### src/rtl/mic_pkg.sv
// mic_pkg: shared sample width, rate constants and peak-hold defaults for the mic chain.
package mic_pkg;
    localparam int MIC_W            = 12;
    localparam int CLK_HZ           = 100_000_000;
    localparam int SAMPLE_HZ        = 20_000;
    localparam int REFRESH_HZ       = 20;
    localparam int SAMPLE_DIV       = CLK_HZ / SAMPLE_HZ;
    localparam int WINDOW_DEF       = SAMPLE_HZ / REFRESH_HZ;
    localparam int DECAY_STEP_DEF   = 64;
    localparam int LOUD_ON_DEF      = 3600;
    localparam int LOUD_OFF_DEF     = 3300;
    localparam int LOUD_WINDOWS_DEF = 2;

    typedef logic [MIC_W-1:0] sample_t;

    // Held peak falls by at most step per window, floored at zero, never below the new max.
    function automatic sample_t decay_peak(sample_t peak, sample_t m, sample_t step);
        logic [MIC_W:0] d;
        d = {1'b0, peak} - {1'b0, step};
        d = d[MIC_W] ? '0 : d;
        return (m >= d[MIC_W-1:0]) ? m : d[MIC_W-1:0];
    endfunction
endpackage

### src/rtl/mic_window_max.sv
// mic_window_max: counts strobed samples and tracks the running max, flagging the closing sample.
module mic_window_max
    import mic_pkg::*;
#(
    parameter int WINDOW = WINDOW_DEF
) (
    input  logic    i_clk,
    input  logic    i_rst,
    input  logic    i_sample_en,
    input  sample_t i_mic,
    output sample_t o_m,
    output logic    o_close
);
    localparam int CW = $clog2(WINDOW);

    logic [CW-1:0] r_cnt;
    sample_t       r_run;

    assign o_m     = (i_mic > r_run) ? i_mic : r_run;
    assign o_close = i_sample_en && (r_cnt == CW'(WINDOW - 1));

    always_ff @(posedge i_clk or posedge i_rst) begin
        if (i_rst) begin
            r_cnt <= '0;
            r_run <= '0;
        end else if (i_sample_en) begin
            r_cnt <= o_close ? '0 : r_cnt + 1'b1;
            r_run <= o_close ? '0 : o_m;
        end
    end
endmodule

### src/rtl/mic_peak_detector.sv
// mic_peak_detector: per-window decaying peak-hold level and debounced hysteretic loud flag.
module mic_peak_detector
    import mic_pkg::*;
#(
    parameter int WINDOW       = WINDOW_DEF,
    parameter int DECAY_STEP   = DECAY_STEP_DEF,
    parameter int LOUD_ON      = LOUD_ON_DEF,
    parameter int LOUD_OFF     = LOUD_OFF_DEF,
    parameter int LOUD_WINDOWS = LOUD_WINDOWS_DEF
) (
    input  logic    i_clk,
    input  logic    i_rst,
    input  logic    i_sample_en,
    input  sample_t i_mic,
    output sample_t o_peak,
    output logic    o_peak_valid,
    output logic    o_loud,
    output sample_t o_win_max
);
    localparam int SW = $clog2(LOUD_WINDOWS + 1);

    sample_t       w_m;
    logic          w_close;
    logic          w_qual;
    logic [SW-1:0] w_streak_nxt;
    logic [SW-1:0] r_streak;

    mic_window_max #(.WINDOW(WINDOW)) u_win (
        .i_clk       (i_clk),
        .i_rst       (i_rst),
        .i_sample_en (i_sample_en),
        .i_mic       (i_mic),
        .o_m         (w_m),
        .o_close     (w_close)
    );

    // A window qualifies when it argues for flipping the current loud state.
    assign w_qual       = o_loud ? (w_m < sample_t'(LOUD_OFF)) : (w_m >= sample_t'(LOUD_ON));
    assign w_streak_nxt = w_qual ? r_streak + 1'b1 : '0;

    always_ff @(posedge i_clk or posedge i_rst) begin
        if (i_rst) begin
            o_peak       <= '0;
            o_peak_valid <= 1'b0;
            o_loud       <= 1'b0;
            o_win_max    <= '0;
            r_streak     <= '0;
        end else begin
            o_peak_valid <= w_close;
            if (w_close) begin
                o_win_max <= w_m;
                o_peak    <= decay_peak(o_peak, w_m, sample_t'(DECAY_STEP));
                if (w_streak_nxt == SW'(LOUD_WINDOWS)) begin
                    o_loud   <= ~o_loud;
                    r_streak <= '0;
                end else begin
                    r_streak <= w_streak_nxt;
                end
            end
        end
    end
endmodule

### config.mk
export PLATFORM = sky130hd
export DESIGN_NAME = mic_peak_detector
export DESIGN_NICKNAME = d
export VERILOG_FILES = /design/src/rtl/mic_pkg.sv /design/src/rtl/mic_window_max.sv /design/src/rtl/mic_peak_detector.sv
export SDC_FILE = /design/constraint.sdc
export NUM_CORES = 1
export LEC_CHECK = 0
export ABC_AREA = 1
export CAP_MARGIN = 20
export CORE_AREA = 2 2 83 85
export DETAILED_ROUTE_END_ITERATION = 10
export DIE_AREA = 0 0 85 87
export DONT_BUFFER_PORTS = 1
export SYNTH_ARGS = -nofsm -noshare
export SYNTH_HDL_FRONTEND = slang
export SYNTH_SLANG_ARGS = --single-unit
### constraint.sdc
create_clock -name i_clk -period 8.21 [get_ports i_clk]
set_input_delay 1.642 -clock i_clk [delete_from_list [all_inputs] [get_ports i_clk]]
set_output_delay 1.642 -clock i_clk [all_outputs]
set_load 0.01 [all_outputs]
# After elaboration in Yosys (flattened, before gate mapping)
# Index checks and enable logic that the tools add are counted.
# Widths: inputs -> output; s select.
totals:
  register_bits: 50
  ram_bits: 0
  romBits: 0
  mem_count: 0
  latch_bits: 0
op_classes:
  shifts: 0
  mul: 0
  addsub: 3
  eq_ne: 2
  mux: 8
  div: 0
  n_reduce_logical: 2
  bitwise_logic: 1
  n_lt_le_gt_ge: 4
ops:
  columns: ["cell", "count"]
  rows:
  - ["$mux 12", 4]
  - ["$sub 12x7->13 const B", 1]
  - ["$ge 12x12->1", 1]
  - ["$ge 12x12->1 const B", 1]
  - ["$gt 12x12->1", 1]
  - ["$lt 12x12->1 const B", 1]
  - ["$add 10x1->10 const B", 1]
  - ["$eq 10x10->1 const B", 1]
  - ["$mux 10", 1]
  - ["$mux 2", 2]
  - ["$add 2x1->2 const B", 1]
  - ["$eq 2x2->1 const B", 1]
  - ["$reduce_and 2->1", 1]
  - ["$logic_and 1x1->1", 1]
  - ["$mux 1", 1]
  - ["$not 1->1", 1]

# Logic depth before layout (Yosys ltp)
depth:
  word_depth: 7
  depth_mapped: 24

# By module
# A second synthesis with hierarchy kept.
unflattened:
  hier_cells: 465
  hier_area_um2: 3347.0
by_module_without_submodules:
  columns: ["mod", "area_per_inst_um2", "seq_area_each_um2", "cells_each", "instances"]
  rows:
  - ["mic_peak_detector", 1746.7, 700.7, 244, 1]
  - ["mic_window_max", 1600.3, 550.5, 221, 1]

# Worst setup path before layout
# OpenSTA, ideal clock, no wires.
synth_timing:
  path_kind: "input -> register"
  start: "input port i_mic[11]"
  end: "register o_peak[10]"
  cell_stages: 20
  n_path_buf: 2
  arrival_time_ns: 4.234
  setup_slack_ns: 3.844
  setup_ns: 0.132
  cell_sequence: "ha_1 -> nand2_1 -> inv_1 -> nand2_2 -> nor2_1 -> nand2_1 -> nand3_2 -> nand2_4 -> buf_6 -> o21ai_0 -> inv_1 -> ha_1 -> a21oi_1 -> o31ai_1 -> nand3_1 -> nand3_1 -> inv_1 -> buf_2 -> o211ai_1 -> o21ai_0"
synth_via:
  elab_chain_cells: 4
synth_lines:
  columns: ["item", "line", "source"]
  rows:
  - ["start, declared", "mic_peak_detector.sv:14", "input sample_t i_mic,"]
  - ["$gt 12x12->1", "mic_window_max.sv:19", "assign o_m = (i_mic > r_run) ? i_mic : r_run;"]
  - ["$mux 12", "mic_window_max.sv:19", null]
  - ["named net u_win.o_m[1]", "mic_window_max.sv:11", "output sample_t o_m,"]
  - ["$ge 12x12->1", "mic_pkg.sv:21", "return (m >= d[MIC_W-1:0]) ? m : d[MIC_W-1:0];"]
  - ["$mux 12", "mic_pkg.sv:21", null]
  - ["end signal, assigned", "mic_peak_detector.sv:52", "o_peak <= decay_peak(o_peak, w_m, sample_t'(DECAY_STEP));"]
  - ["end, declared", "mic_peak_detector.sv:15", "output sample_t o_peak,"]
# The timed path passes the listed nets, and every way through them passes these cells.
# A chain may end at the register's enable or synchronous reset.

# Worst setup path in the final report
layout_timing:
  start: "input port i_mic[9]"
  end: "register o_peak[1]"
# The elaborated chain is that of the path after synthesis.

==> out/metrics.cfg <==
[pwr]
power_leakage_nw = 1.718
ir_drop_uv = 148.7
power_density_nw_per_um2 = 324.6

[grt]
antenna_found_initial = 0
met2_usage = 0.3523
grt_pass1_wl_um = 11870
grt_overflow = 0
grt_max_degree = 51
grt.met1_usage = 0.2483
grt_pass1_vias = 2617
busiest_layer = met2
use_met3 = 0.04265
track_usage = 0.1995

[timing]
period_needed_ps = 4821
setup_violations = 0
max_freq_mhz = 207.4
rsz0062_at_grt = false
tightestPinTransition_ps = 761.6
setup_tns_ps = 0
relSlewSlack = 0.4923
hold_viol_final = 0
post-route-period-util = 0.5872
drv_slew = 0
skew_ps = 6.117
hold-worst-slack_ps = 483.5

[synthesis]
yosys_warnings = 0
yosysSeqAreaShare = 0.3965
synthTopCellsByArea = dfrtp_1 (40%), nand2_1 (11%), ha_1 (10%)
yosysMostFrequentCell = nand2_1
ys.flop_type = dfrtp_1
netlist_area_um2 = 3156
synth_top_area_frac = 0.3965
synth_edf_count = 0
yosys-top-cells-count = nand2_1 (96), inv_1 (60), dfrtp_1 (50)
netlist-cell-type-count = 29
synth_nets = 454
synth_top_cell_by_area = dfrtp_1
synth_area_per_cell_um2 = 7.640
synth_seq_cells = 50
async_flop_share = 1.000
netlist_instances = 413

[layout]
antenna_cells = 0
synthToLayoutAreaGrowth_pct = 5.511
drive_gt1_frac = 0.08088
multi_input_area_um2 = 1597
register_area_um2 = 1251
fillers = 641
final_nets = 448

[route]
drc = 0
vias = 2584
wl_per_cell_um = 14.10
first_iter_violations = 69
wl_um = 6879
dr.pass1.iters = 4
vias_per_cell = 5.295
ant_nets = 0

[floorplan]
coreArea_um2 = 6569
die_w_um = 85
die_h_um = 87
pin_count = 41
initial_utilization = 0.4804
num_rows = 30
die_area_um2 = 7395

[placed_design]
place_congestion = 0.8230
hpwl_um = 5001
portBuffers = 0

[critical_path]
crit_path_top_delay_cell = inv_1
criticalPathCategory = in -> reg
end_kind = flop
arrival_ps = 5040
cp_cell_sequence = ha_1, a21oi_1, nor2_1, nor2_1, nand3_2, nand2_4, nand2_1, o21ai_1, inv_1, ha_1, a21oi_1, o21ai_0, a21oi_1, nand3_1, inv_1, o21ai_0, o21ai_0
cp_slowest_stage_delay_ps = 470
cp_max_fo = 19
regToRegSetupSlack_ps = 4270
cp.required_ps = 8430
worstSetupStartpointType = input pin

[clock_network]
post_cts_buffers = 0
cts_max_path_buffers = 2
clockRootBuffer = clkbuf_8
clock_latency_ps = 300
clock-sinks = 50
cts-resized-gates = 0
cts_max_level = 2
cts_tree = done
postCtsHoldBufs = 0
path_clk_slew_ps = 90
cts_made_buffers = 5

[run]
drv_cap = 0

[min_path]
hold_path.class = reg -> reg

[outcome]
status = finished, final reports clean

[path summary, 6_finish.rpt]
path | from | cells past startpoint | end
min in group asynchronous | i_rst | 1 | o_peak[5]$_DFFE_PP0P_
min reg2reg | u_win.r_cnt[9]$_DFFE_PP0P_ | 1 | u_win.r_cnt[9]$_DFFE_PP0P_
max | i_mic[9] | 17 | o_peak[1]$_DFFE_PP0P_
min | u_win.r_cnt[9]$_DFFE_PP0P_ | 1 | u_win.r_cnt[9]$_DFFE_PP0P_
max reg2reg | u_win.r_run[7]$_DFFE_PP0P_ | 18 | o_peak[1]$_DFFE_PP0P_
max in group asynchronous | i_rst | 2 | r_streak[0]$_DFFE_PP0P_
[state kept, by name (all words and copies together), names as in the netlist]
register      count
o_peak           12
u_win.r_run      12
u_win.r_cnt      10
r_streak          2
o_loud            1
o_win_max        12
o_peak_valid      1
[metrics by stage]
step	setup slack, ps	area (um^2)	power, W	std cells	utilization
global route	3113	3329	0.001204	488	0.5069
CTS	3449	3282	0.001090	486	0.4996
floorplan	3844	3156	0.0008025	413	-
finish	3389	3329	0.001081	488	0.5069
detailed placement	3135	3173	0.0009144	478	0.4830
global placement	3190	3173	0.0008997	478	0.4830
[cells by family after synthesis]
kind of cell,Yosys count,share of synthesized area
AO/OA/AOI/OAI,90,0.1550
adder cells (fa/ha/maj),26,0.1031
buffers and inverters,75,0.09754
flip-flops,50,0.3965
AND/OR/NAND/NOR,172,0.2478
[cell usage in the layout (no fill, tap or decap), drive strengths merged]
cell	netlist	final
a21oi	25	25
clkbuf	6	5
clkinv	0	2
or2	2	2
nand3	19	19
a21o	1	1
nor4	1	1
buf	9	2
dfrtp	50	50
and3	2	2
o31ai	1	1
bufinv	0	1
inv	60	60
nand2	110	110
ha	26	26
nand4	2	2
o211ai	5	5
nand3b	5	5
nor2	26	26
o21ai	44	44
o22ai	14	14
nor3	5	5
[cell type report]
type	count	share of cell area
inverters	60	0.06764
flip-flops and latches	50	0.3758
multi-input cells	288	0.4795
clock inverters	3	0.01203
repair buffers	2	0.01428
well taps	80	0.03006
clock buffers	5	0.02067
[layer usage]
layer | vias to the layer above | routed length [um]
met1 | 1198 | 3203
met5 | - | 0
met4 | 0 | 87
li1 | 1337 | -
met3 | 9 | 293
met2 | 40 | 3294
[report_power, final]
group / switching, W / internal [W]
clock: 0.0000830 / 0.0000898
sequential: 0.0000469 / 0.000312
combinational: 0.000366 / 0.000182
total: 0.000496 / 0.000585
[critical path: cells and delay by family]
family	cells	cell delay, ps
adders and majority gates	2	610
buffers and inverters	2	600
and+or+nand+nor	6	1090
AOI/OAI and AO/OA	7	1090
No activity file was read; power rests on OpenSTA's default activity.
